`src/rtl/fifo_seu_pkg.sv`:
```
// Shared sizing for the SEU-hardened Gray-code dual-clock FIFO pointer logic.
package fifo_seu_pkg;

  localparam int unsigned ADDRSIZE_DEF = 3;
  localparam int unsigned PTRSIZE      = ADDRSIZE_DEF + 1;
  localparam int unsigned SEU_CNT_W    = 8;

endpackage

```
`src/rtl/tmr_vote.sv`:
```
// Bitwise 2-of-3 majority voter for triplicated registers.
module tmr_vote #(
  parameter int unsigned WIDTH = 1
) (
  input  logic [WIDTH-1:0] a,
  input  logic [WIDTH-1:0] b,
  input  logic [WIDTH-1:0] c,
  output logic [WIDTH-1:0] y
);

  assign y = (a & b) | (a & c) | (b & c);

endmodule

```
`src/rtl/wptr_full_seu.sv`:
```
// Write pointer and full flag for the Gray-code async FIFO, with TMR on both pointers.
// Define WPTR_SEU_MON_EN to add the seu_det / seu_cnt upset monitor outputs.
module wptr_full_seu
  import fifo_seu_pkg::*;
#(
  parameter int unsigned ADDRSIZE = ADDRSIZE_DEF
) (
  input  logic                 wclk,
  input  logic                 wrst,
  input  logic                 winc,
  input  logic [ADDRSIZE:0]    wq2_rptr,
  output logic [ADDRSIZE-1:0]  waddr,
  output logic [ADDRSIZE:0]    wptr,
`ifdef WPTR_SEU_MON_EN
  output logic                 seu_det,
  output logic [SEU_CNT_W-1:0] seu_cnt,
`endif
  output logic                 wfull
);

  localparam int unsigned PtrSize = ADDRSIZE + 1;

  logic [PtrSize-1:0] wbin_q0, wbin_q1, wbin_q2;
  logic [PtrSize-1:0] wptr_q0, wptr_q1, wptr_q2;
  logic [PtrSize-1:0] wbin_v, wptr_v;
  logic [PtrSize-1:0] wbinnext, wgraynext;
  logic               wfull_q, wfull_val;

  tmr_vote #(
    .WIDTH(PtrSize)
  ) u_vote_bin (
    .a(wbin_q0),
    .b(wbin_q1),
    .c(wbin_q2),
    .y(wbin_v)
  );

  tmr_vote #(
    .WIDTH(PtrSize)
  ) u_vote_gray (
    .a(wptr_q0),
    .b(wptr_q1),
    .c(wptr_q2),
    .y(wptr_v)
  );

  always_comb begin
    wbinnext  = wbin_v + {{(PtrSize-1){1'b0}}, winc & ~wfull_q};
    wgraynext = (wbinnext >> 1) ^ wbinnext;
    // Full when next pointer has lapped the read pointer: top two Gray bits inverted.
    wfull_val = (wgraynext == {~wq2_rptr[ADDRSIZE:ADDRSIZE-1], wq2_rptr[ADDRSIZE-2:0]});
  end

  // All copies reload from the voted next value each edge, scrubbing any upset.
  always_ff @(posedge wclk) begin
    if (wrst) begin
      wbin_q0 <= '0;
      wbin_q1 <= '0;
      wbin_q2 <= '0;
      wptr_q0 <= '0;
      wptr_q1 <= '0;
      wptr_q2 <= '0;
      wfull_q <= 1'b0;
    end else begin
      wbin_q0 <= wbinnext;
      wbin_q1 <= wbinnext;
      wbin_q2 <= wbinnext;
      wptr_q0 <= wgraynext;
      wptr_q1 <= wgraynext;
      wptr_q2 <= wgraynext;
      wfull_q <= wfull_val;
    end
  end

  assign waddr = wbin_v[ADDRSIZE-1:0];
  assign wptr  = wptr_v;
  assign wfull = wfull_q;

`ifdef WPTR_SEU_MON_EN
  logic                 seu_now;
  logic                 seu_det_q;
  logic [SEU_CNT_W-1:0] seu_cnt_q;

  always_comb begin
    seu_now = |((wbin_q0 ^ wbin_v) | (wbin_q1 ^ wbin_v) | (wbin_q2 ^ wbin_v) |
                (wptr_q0 ^ wptr_v) | (wptr_q1 ^ wptr_v) | (wptr_q2 ^ wptr_v));
  end

  always_ff @(posedge wclk) begin
    if (wrst) begin
      seu_det_q <= 1'b0;
      seu_cnt_q <= '0;
    end else begin
      seu_det_q <= seu_now;
      if (seu_det_q && (seu_cnt_q != '1)) begin
        seu_cnt_q <= seu_cnt_q + SEU_CNT_W'(1);
      end
    end
  end

  assign seu_det = seu_det_q;
  assign seu_cnt = seu_cnt_q;
`endif

endmodule
```
`config.mk`:
```
export PLATFORM = sky130hd
export DESIGN_NAME = wptr_full_seu
export DESIGN_NICKNAME = d
export VERILOG_FILES = /design/src/rtl/fifo_seu_pkg.sv /design/src/rtl/tmr_vote.sv /design/src/rtl/wptr_full_seu.sv
export SDC_FILE = /design/constraint.sdc
export NUM_CORES = 1
export LEC_CHECK = 0
export ABC_AREA = 1
export CORE_AREA = 2 2 50 52
export CTS_BUF_LIST = sky130_fd_sc_hd__clkbuf_8
export CTS_CLUSTER_SIZE = 30
export DETAILED_ROUTE_END_ITERATION = 8
export DIE_AREA = 0 0 52 54
export PLACE_DENSITY_LB_ADDON = 0.08
export RECOVER_POWER = 25
export SLEW_MARGIN = 25
export SYNTH_ARGS = -nofsm -noshare
export SYNTH_HDL_FRONTEND = slang
export SYNTH_HIERARCHICAL = 1
export SYNTH_SLANG_ARGS = --single-unit
export TNS_END_PERCENT = 50
```
`constraint.sdc`:
```
create_clock -name wclk -period 1.55 [get_ports wclk]
set_input_delay 0.155 -clock wclk [delete_from_list [all_inputs] [get_ports wclk]]
set_output_delay 0.155 -clock wclk [all_outputs]
set_load 0.05 [all_outputs]
```
==> reports/qor.txt, run 1 <==
clock network power share -> 31.2%
Worst Max-Slew Pin Slew -> 0.591 ns
via count -> 616
TritonCTS clock tree -> yes
crit end category -> flop
chip height -> 54 um
Layout area overhead -> 64.0%
GRT Total Usage -> 9.99%
RSZ-0062 raised after global routing -> yes
CTS clk-pin slew, worst paths -> 0.04 ns
Starting Density -> 26.1%
Post-DP Area -> 941 um2
Crit path required time -> 1.71 ns
ANT cells -> 0
synthesized cell area -> 604 um2
Yosys cell types -> 12
post-CTS setup buffers -> 0
Sw Ratio -> 31.6%
Nets -> 130
Iteration-0 DRC Markers -> 5
Flop pwr share -> 31.1%
Area contributors post-synth -> dfxtp_1 27%, nand2_1 25%, nand3_2 15%, inv_1 6.2%, nand2_2 6.2%
commonest non-fill, non-tap cells in the layout -> 35 x nand2_1, 11 x nand2_2, 8 x inv_1, 8 x nand3_1
post-DR wirelength/cell -> 7.95 um
outcome -> completed
Root Driver -> clkbuf_8
Period minus WS final -> 1.51 ns
Synth top area share -> 26.5%
gr ovfl total -> 0
I/O pin count -> 15
first-pass GRT wire length -> 1990 um
Sw Pwr -> 250 uW
setup slack after layout -> 0.0437 ns
Filler cells -> 239
synthesized net count -> 106
Internal -> 541 uW
Seq/Total Area, Yosys -> 26.5%
leakage power -> 0.460 nW
CTS Sinks -> 8
Startpoint Class -> flop
area taken by multi-input logic gates -> 458 um2
# rows -> 18
area of the die -> 2810 um2
clock buffer depth -> 2
PwrDens -> 798 nW/um2
drt pass-1 iters -> 4
critical path class -> reg -> reg
Clock Skew -> 0.00296 ns
crit-path max FO -> 6
FF+latch count, synth -> 8
peak supply drop -> 0.541 mV
pre-CTS WS -> -0.302 ns
Finished Cell Area -> 991 um2
die width -> 52 um
slew margin rel. -> 60.8%
DRC viols -> 0
Arrival @ worst endpoint -> 1.67 ns
Max-Cap Viols -> 0
r2r setup slk -> 0.04 ns
hold path cells -> 4
DPL Wire Length -> 1020 um
core area -> 2320 um2
CTS hold repair buffers -> 0
layout cells sized above 1 -> 35.3%
Via density -> 4.13
fmax -> 664 MHz
part of the cycle the worst path needs -> 97.2%
Sequential Area -> 165 um2
combinational share of power -> 37.7%
gpl congestion -> 0.759
clk_lat worst skew -> 0.23 ns
fin. max-slew vios -> 0
reg2reg path depth -> 11
Ys Warns -> 6
initial antenna violation count -> 0
largest net degree at the start of global routing -> 13
commonest non-fill, non-tap cell in the layout -> nand2_1
vias in the first global route -> 514
WL final -> 1180 um
Inserted Clock Buffers -> 3
cell taking the most area after synthesis -> dfxtp_1
antenna-violating nets left -> 0
Post-Syn Instances -> 97
PortBufs -> 14
worst min-delay path class -> in -> reg
post-synthesis average cell area -> 6.23 um2
final setup fails -> 0
H-tree depth -> 1
Final Hold Fails -> 0
## per-layer routing
metal | part of all wire (%) | GRT usage, % | vias up
li1 | - | - | 357
met3 | 5.7 | 4.44 | 2
met5 | 0 | 0 | -
met1 | 39 | 10.6 | 246
met4 | 0.84 | 3.95 | 0
met2 | 54 | 17.3 | 11
## critical path: stages, from the launching register on
cell and delay, ns:
dfxtp_4 0.36, nand2_2 0.09, nand3_4 0.09, ha_4 0.17
ha_4 0.26, inv_4 0.07, nand2_1 0.04, nand3_1 0.06
nand3_1 0.08, nor2_1 0.09, nand3_1 0.06, nor2_1 0.07
## state kept, by name, indices dropped and copies added (netlist names)
| signal | cells |
|---|---|
| wfull | 1 |
| wptr_q2 | 4 |
| wbin_q2 | 3 |
## synthesized netlist by cell type
| master | number |
|---|---|
| nand2_1 | 40 |
| nand3_2 | 9 |
| inv_1 | 10 |
| nand3b_1 | 1 |
| clkbuf_1 | 1 |
| nand4_1 | 2 |
| nand3_1 | 7 |
| nand2_2 | 6 |
| a21oi_1 | 3 |
| dfxtp_1 | 8 |
| nor2_1 | 8 |
| ha_1 | 2 |
## through the flow
stage                     util [%]  setup TNS [ns]  total power, mW  std cells  hold WS, ns
after floorplan                  -         -0.0621            0.407         97        0.307
after global placement        40.6          -0.598            0.530        146        0.629
after detailed placement      40.6          -0.667            0.534        146        0.634
after CTS                     42.4               0            0.785        149        0.585
after global routing          42.7         -0.0712            0.837        149        0.605
final                         42.7               0            0.791        149        0.578
## path summary, 6_finish.rpt
check / startpoint / to
worst max-delay path: wbin_q2[0] / wfull
worst min-delay path: wq2_rptr[2] / wfull
worst min register to register: wfull / wptr_q2[0]
worst max register to register: wbin_q2[0] / wfull
## cell families (layout without fill, tap and decap cells)
group	count (synthesis)	in the layout	share of synthesized area, %
adder cells (fa/ha/maj)	2	2	4.14
AND/OR/NAND/NOR	73	73	60.0
flip-flops	8	8	26.5
buffers and inverters	11	33	6.83
AO/OA/AOI/OAI	3	3	2.48
## layout make-up
class                   count  share of cell area, %
clock buffers               3                   4.17
inverters                  10                   4.04
multi-input cells          78                   46.2
flip-flops and latches      8                   16.7
well taps                  30                   3.79
repair buffers             20                   25.1
## power by group through the flow
stage | registers [mW] | logic, mW | clock network, mW
floorplan | 0.250 | 0.157 | 0
detailed placement | 0.249 | 0.285 | 0
global placement | 0.248 | 0.282 | 0
finish | 0.246 | 0.298 | 0.247
CTS | 0.246 | 0.286 | 0.253
global route | 0.251 | 0.319 | 0.267
## what timing repair did
action / 4_1_cts / 5_1_grt
endpoints found under the setup margin: 1 / 1
resized for setup: 1 / 7
pin swaps: 0 / 3
cloned: 0 / 0
(Power assumes the default switching activity.)
==> run 2: changes to the inputs <==
==> constraint.sdc (replaced) <==
create_clock -name wclk -period 1.55 [get_ports wclk]
set_input_delay 0.2325 -clock wclk [delete_from_list [all_inputs] [get_ports wclk]]
set_output_delay 0.2325 -clock wclk [all_outputs]
set_load 0.05 [all_outputs]
==> run 2 against run 1 <==
Sequential power barely moved. Clock-buffer cell count did not move. Hold slack improved by 0.077 ns. Sequential cell count did not move. Sequential share of layout area fell by 0.41 points. Critical path depth did not move. Global-route usage rose by 0.64 points. Clock power rose by 2%.
==> reports/qor.txt, run 2 (synthesis results as in run 1) <==
# rows -> 18
WL final -> 1220 um
setup TNS -> 0 ns
leakage power -> 0.481 nW
antenna-violating nets left -> 0
Nets -> 130
CTS Sinks -> 8
final core occ -> 43.8%
peak supply drop -> 0.497 mV
part of the cycle the worst path needs -> 97.5%
Largest register FFs -> 4
ANT cells -> 0
Via density -> 4.20
commonest non-fill, non-tap cell in the layout -> nand2_1
via count -> 626
Final Hold Fails -> 0
r2r setup slk -> 0.04 ns
worst min-delay path class -> in -> reg
Iteration-0 DRC Markers -> 2
CTS hold repair buffers -> 0
Biggest register -> wptr_q2
Filler cells -> 250
slew margin rel. -> 79.9%
GRT Total Usage -> 10.6%
Max-Cap Viols -> 0
Layout area overhead -> 68.1%
gpl congestion -> 0.770
final setup fails -> 0
commonest non-fill, non-tap cells in the layout -> 34 x nand2_1, 12 x nand2_2, 10 x nand3_2
Inserted Clock Buffers -> 3
crit-path max FO -> 6
crit end category -> flop
die width -> 52 um
Startpoint Class -> flop
TritonCTS clock tree -> yes
Period minus WS final -> 1.51 ns
area of the die -> 2810 um2
clock buffer depth -> 2
DRC viols -> 0
drt pass-1 iters -> 4
chip height -> 54 um
Starting Density -> 26.1%
PortBufs -> 14
CTS clk-pin slew, worst paths -> 0.04 ns
initial antenna violation count -> 0
Root Driver -> clkbuf_8
clk_lat worst skew -> 0.23 ns
Worst Max-Slew Pin Slew -> 0.301 ns
core area -> 2320 um2
Clock Skew -> 0.00473 ns
DPL Wire Length -> 1020 um
vias in the first global route -> 511
first-pass GRT wire length -> 2080 um
Sequential Area -> 165 um2
gr ovfl total -> 0
fin. max-slew vios -> 0
post-DR wirelength/cell -> 8.19 um
largest net degree at the start of global routing -> 13
PwrDens -> 792 nW/um2
outcome -> completed
fmax -> 662 MHz
I/O pin count -> 15
H-tree depth -> 1
Crit path required time -> 1.67 ns
Arrival @ worst endpoint -> 1.64 ns
critical path class -> reg -> reg
RSZ-0062 raised after global routing -> yes
layout cells sized above 1 -> 41.2%
area taken by multi-input logic gates -> 480 um2
## run 2: cell types whose count changed in the layout (fill, tap and decap cells not counted), sizes merged
cell / change
clkdlybuf4s50: -1
clkbuf: -1
buf: +1
dlygate4sd2: +1
## run 2: where the power goes
part           switching (mW)  internal [mW]  leakage, nW
Clock                  0.0824          0.168       0.0216
Combinational           0.154          0.154        0.394
Sequential             0.0228          0.224       0.0662
Total                   0.259          0.546        0.481
## run 2: per-stage QoR
step	hold WS, ns	cells	worst slack (ns)	cell area [um2]	total power, mW
final	0.655	149	0.0387	1020	0.805
after global routing	0.680	149	-0.0858	1020	0.851
after CTS	0.648	149	-0.00109	993	0.799
after detailed placement	0.712	146	-0.383	941	0.533
after global placement	0.706	146	-0.335	941	0.530
after floorplan	0.385	97	-0.0621	654	0.407
## run 2: cell type report
class	instances	area share (%)
clock buffer	3	4.06
inverter	10	3.94
multi-input combinational	78	47.3
sequential	8	16.3
tap	30	3.69
timing repair buffer	20	24.8
## run 2: what timing repair did
item	4_1_cts	5_1_grt
pin swaps	5	2
buffers inserted	0	0
gates resized for setup	6	7
endpoints found under the setup margin	2	1
## run 2: worst max-delay path, cell delays in order, from the launching register on
cell and delay [ns]:
dfxtp_4 0.36, nand2_2 0.09, nand3_4 0.09, ha_4 0.17
ha_4 0.30, inv_4 0.05, nand3_2 0.08, nand2_1 0.05
nand2_1 0.05, nand2_1 0.05, nand3_1 0.07, nor2_1 0.04
## run 2: final timing paths
path                              endpoint  cells past startpoint        start
worst min-delay path                 wfull                      4  wq2_rptr[2]
worst max register to register       wfull                     11   wbin_q2[0]
worst max-delay path                 wfull                     11   wbin_q2[0]
worst min register to register  wptr_q2[0]                      4        wfull
## run 2: routing by layer
metal,vias to the layer above,global-route usage (%),routed length (um)
met5,-,0,0
met4,0,6.58,31
met3,4,4.44,61
met2,10,16.9,651
met1,255,11.8,477
li1,357,-,-
==> run 3: changes to the inputs <==
ABC_AREA = unset   (was 1)
CORE_AREA = 2 2 45 47   (was 2 2 50 52)
DIE_AREA = 0 0 47 49   (was 0 0 52 54)
==> run 3 against run 2 <==
The run now ends with setup timing left. Non-clock buffer count rose by 6. Core utilization up 4.2 points. Combinational power down 35%. First-iteration DRC count down 100%. Routed wire length fell by 36%. Die area decreased by 18%. Clock-buffer cell count is the same. Fmax decreased by 18%. Via count fell by 42%. Hold slack better by 0.018 ns. Sequential cell count is the same. Critical endpoint unchanged. Largest cell class unchanged.
==> reports/qor.txt, run 3 <==
hold path cells -> 3
post-DR wirelength/cell -> 8.10 um
Seq/Total Area, Yosys -> 33.4%
Area contributors post-synth -> dfxtp_1 33%, maj3_2 19%, xnor3_1 14%, xnor2_1 11%, ha_1 5.2%
clk_lat worst skew -> 0.23 ns
chip height -> 49 um
gr ovfl total -> 0
Period minus WS final -> 1.84 ns
post-synthesis async set-or-reset flop share -> 0%
area of the die -> 2300 um2
slowest cell on the critical path -> maj3_4
Flop pwr share -> 34.0%
fmax -> 544 MHz
GRT Total Usage -> 8.75%
crit-path max FO -> 3
combinational share of power -> 29.7%
post-synthesis average cell area -> 11.7 um2
final core occ -> 48.0%
# rows -> 16
PortBufs -> 14
fin. max-slew vios -> 0
gr busiest metal -> met2
stages on the worst setup path -> 6
CTS clk-pin slew, worst paths -> 0.04 ns
FF+latch count, synth -> 8
Largest register FFs -> 4
Biggest register -> wptr_q2
Clock Skew -> 0.00272 ns
Ys Warns -> 6
worst min-delay path class -> in -> reg
DRC viols -> 0
crit-path cells -> maj3_4 -> ha_4 -> ha_4 -> xnor3_1 -> nand2b_1 -> nor4_1
cell taking the most area after synthesis -> dfxtp_1
Yosys cell types -> 12
crit-path max cell delay -> 0.36 ns
die width -> 47 um
CP dominant cell by count -> ha_4
CTS hold repair buffers -> 0
layout cells sized above 1 -> 48.6%
Layout area overhead -> 84.6%
TritonCTS clock tree -> yes
Primary FF master, synth -> dfxtp_1
Max-Cap Viols -> 0
Starting Density -> 26.0%
peak supply drop -> 0.469 mV
RSZ-0062 raised after global routing -> yes
failing checks -> setup timing
Final Hold Fails -> 0
Root Driver -> clkbuf_8
critical path class -> reg -> reg
placed insts -> 94
EDFF count, synth -> 0
outcome -> finished with violations
slew margin rel. -> 61.3%
largest net degree at the start of global routing -> 8
Startpoint Class -> flop
reg2reg path depth -> 6
clock buffer depth -> 2
Iteration-0 DRC Markers -> 0
part of the cycle the worst path needs -> 119%
final setup fails -> 3
post-CTS setup buffers -> 0
Nets -> 81
PwrDens -> 767 nW/um2
Non-Filler Instances -> 97
Crit path required time -> 1.69 ns
WP buf/inv -> 0
clock network power share -> 36.4%
synthesized cell area -> 479 um2
Worst Max-Slew Pin Slew -> 0.583 ns
I/O pin count -> 15
Arrival @ worst endpoint -> 1.98 ns
Internal -> 504 uW
synthesized net count -> 50
Via density -> 3.76
Sw Pwr -> 175 uW
Synth top cells by count -> 8 x dfxtp_1, 8 x maj3_2, 6 x xnor2_1, 5 x nor2_1
first-pass GRT wire length -> 1310 um
met2 Usage GRT -> 11.6%
setup slack after layout -> -0.289 ns
core area -> 1840 um2
H-tree depth -> 1
via count -> 365
CTS Sinks -> 8
antenna-violating nets left -> 0
met1 usage -> 9.43%
leakage power -> 0.358 nW
crit end category -> flop
drt pass-1 iters -> 1
Sw Ratio -> 25.8%
initial antenna violation count -> 0
Inserted Clock Buffers -> 3
vias in the first global route -> 346
Synth top area share -> 33.4%
ANT cells -> 0
gpl congestion -> 0.611
commonest non-fill, non-tap cells in the layout -> 13 x buf_4, 7 x dfxtp_1, 6 x clkdlybuf4s50_1, 6 x buf_12
met3 Track Usage GR -> 5.56%
Post-Syn Instances -> 41
Top delay family on crit path -> adder cells
commonest non-fill, non-tap cell in the layout -> buf_4
WL final -> 786 um
-- run 3: cell count changes after synthesis, moves of 2 or more --
cell / previous run / this run
nand4_1: 2 / 0
nand2_1: 40 / 0
xnor3_1: 0 / 3
a21oi_1: 3 / 0
nand2_2: 6 / 0
nand3_1: 7 / 1
xor2_1: 0 / 2
xnor2_1: 0 / 6
nor2_1: 8 / 5
nand3_2: 9 / 0
inv_1: 10 / 0
nor2b_1: 0 / 3
maj3_2: 0 / 8
-- run 3: kinds of logic (layout without fill, tap and decap cells) --
family	Yosys count	in the layout	synth area share, %
AO/OA/AOI/OAI	1	1	2.35
XOR/XNOR	11	11	28.7
adder cells (fa/ha/maj)	10	10	24.0
buffers and inverters	0	29	0
flip-flops	8	8	33.4
AND/OR/NAND/NOR	11	11	11.5
-- run 3: power by group through the flow --
stage | clock network [mW] | logic, mW | registers (mW)
2_1_floorplan | 0 | 0.123 | 0.238
3_3_place_gp | 0 | 0.205 | 0.234
3_5_place_dp | 0 | 0.205 | 0.235
4_1_cts | 0.259 | 0.205 | 0.232
5_1_grt | 0.267 | 0.215 | 0.233
6_report | 0.247 | 0.201 | 0.231
-- run 3: per-layer routing --
metal | share of wire, % | wire (um)
met1 | 41 | 324
met2 | 46 | 360
met3 | 8.3 | 65
met4 | 4.3 | 34
met5 | 0 | 0
-- run 3: area by class of cell --
type	count	area (um2)
clock buffers	3	41.3
fillers	188	957
multi-input cells	33	367
flip-flops and latches	8	161
well taps	27	33.8
repair buffers	26	282
-- run 3: metrics by stage --
stage                     instance area (um2)  setup WS, ns  power [mW]  hold slack [ns]  setup TNS [ns]
after floorplan                           515        -0.338       0.360            0.297          -0.437
after CTS                                 883        -0.306       0.696            0.671          -0.469
final                                     885        -0.289       0.679            0.672          -0.430
after detailed placement                  835        -0.507       0.440            0.821           -1.45
after global routing                      885        -0.389       0.716            0.691          -0.694
after global placement                    835        -0.453       0.439            0.827           -1.37
-- run 3: timing repair --
action	in CTS	in global routing
resized for setup	1	1
setup endpoints to repair	3	4
pin swaps	0	1
-- run 3: worst paths after layout --
check / to / start / slack (ns)
worst max-delay path: wfull / wbin_q2[0] / -0.29
worst min-delay path: wfull / wq2_rptr[1] / 0.67
worst max register to register: wfull / wbin_q2[0] / -0.29
worst min register to register: wptr_q2[3] / wptr_q2[3] / 0.83
-- run 3: tightest hold or removal path: stages --
cell and delay [ns]:
clkdlybuf4s50_1 0.41, xnor2_1 0.16, nor4_1 0.05
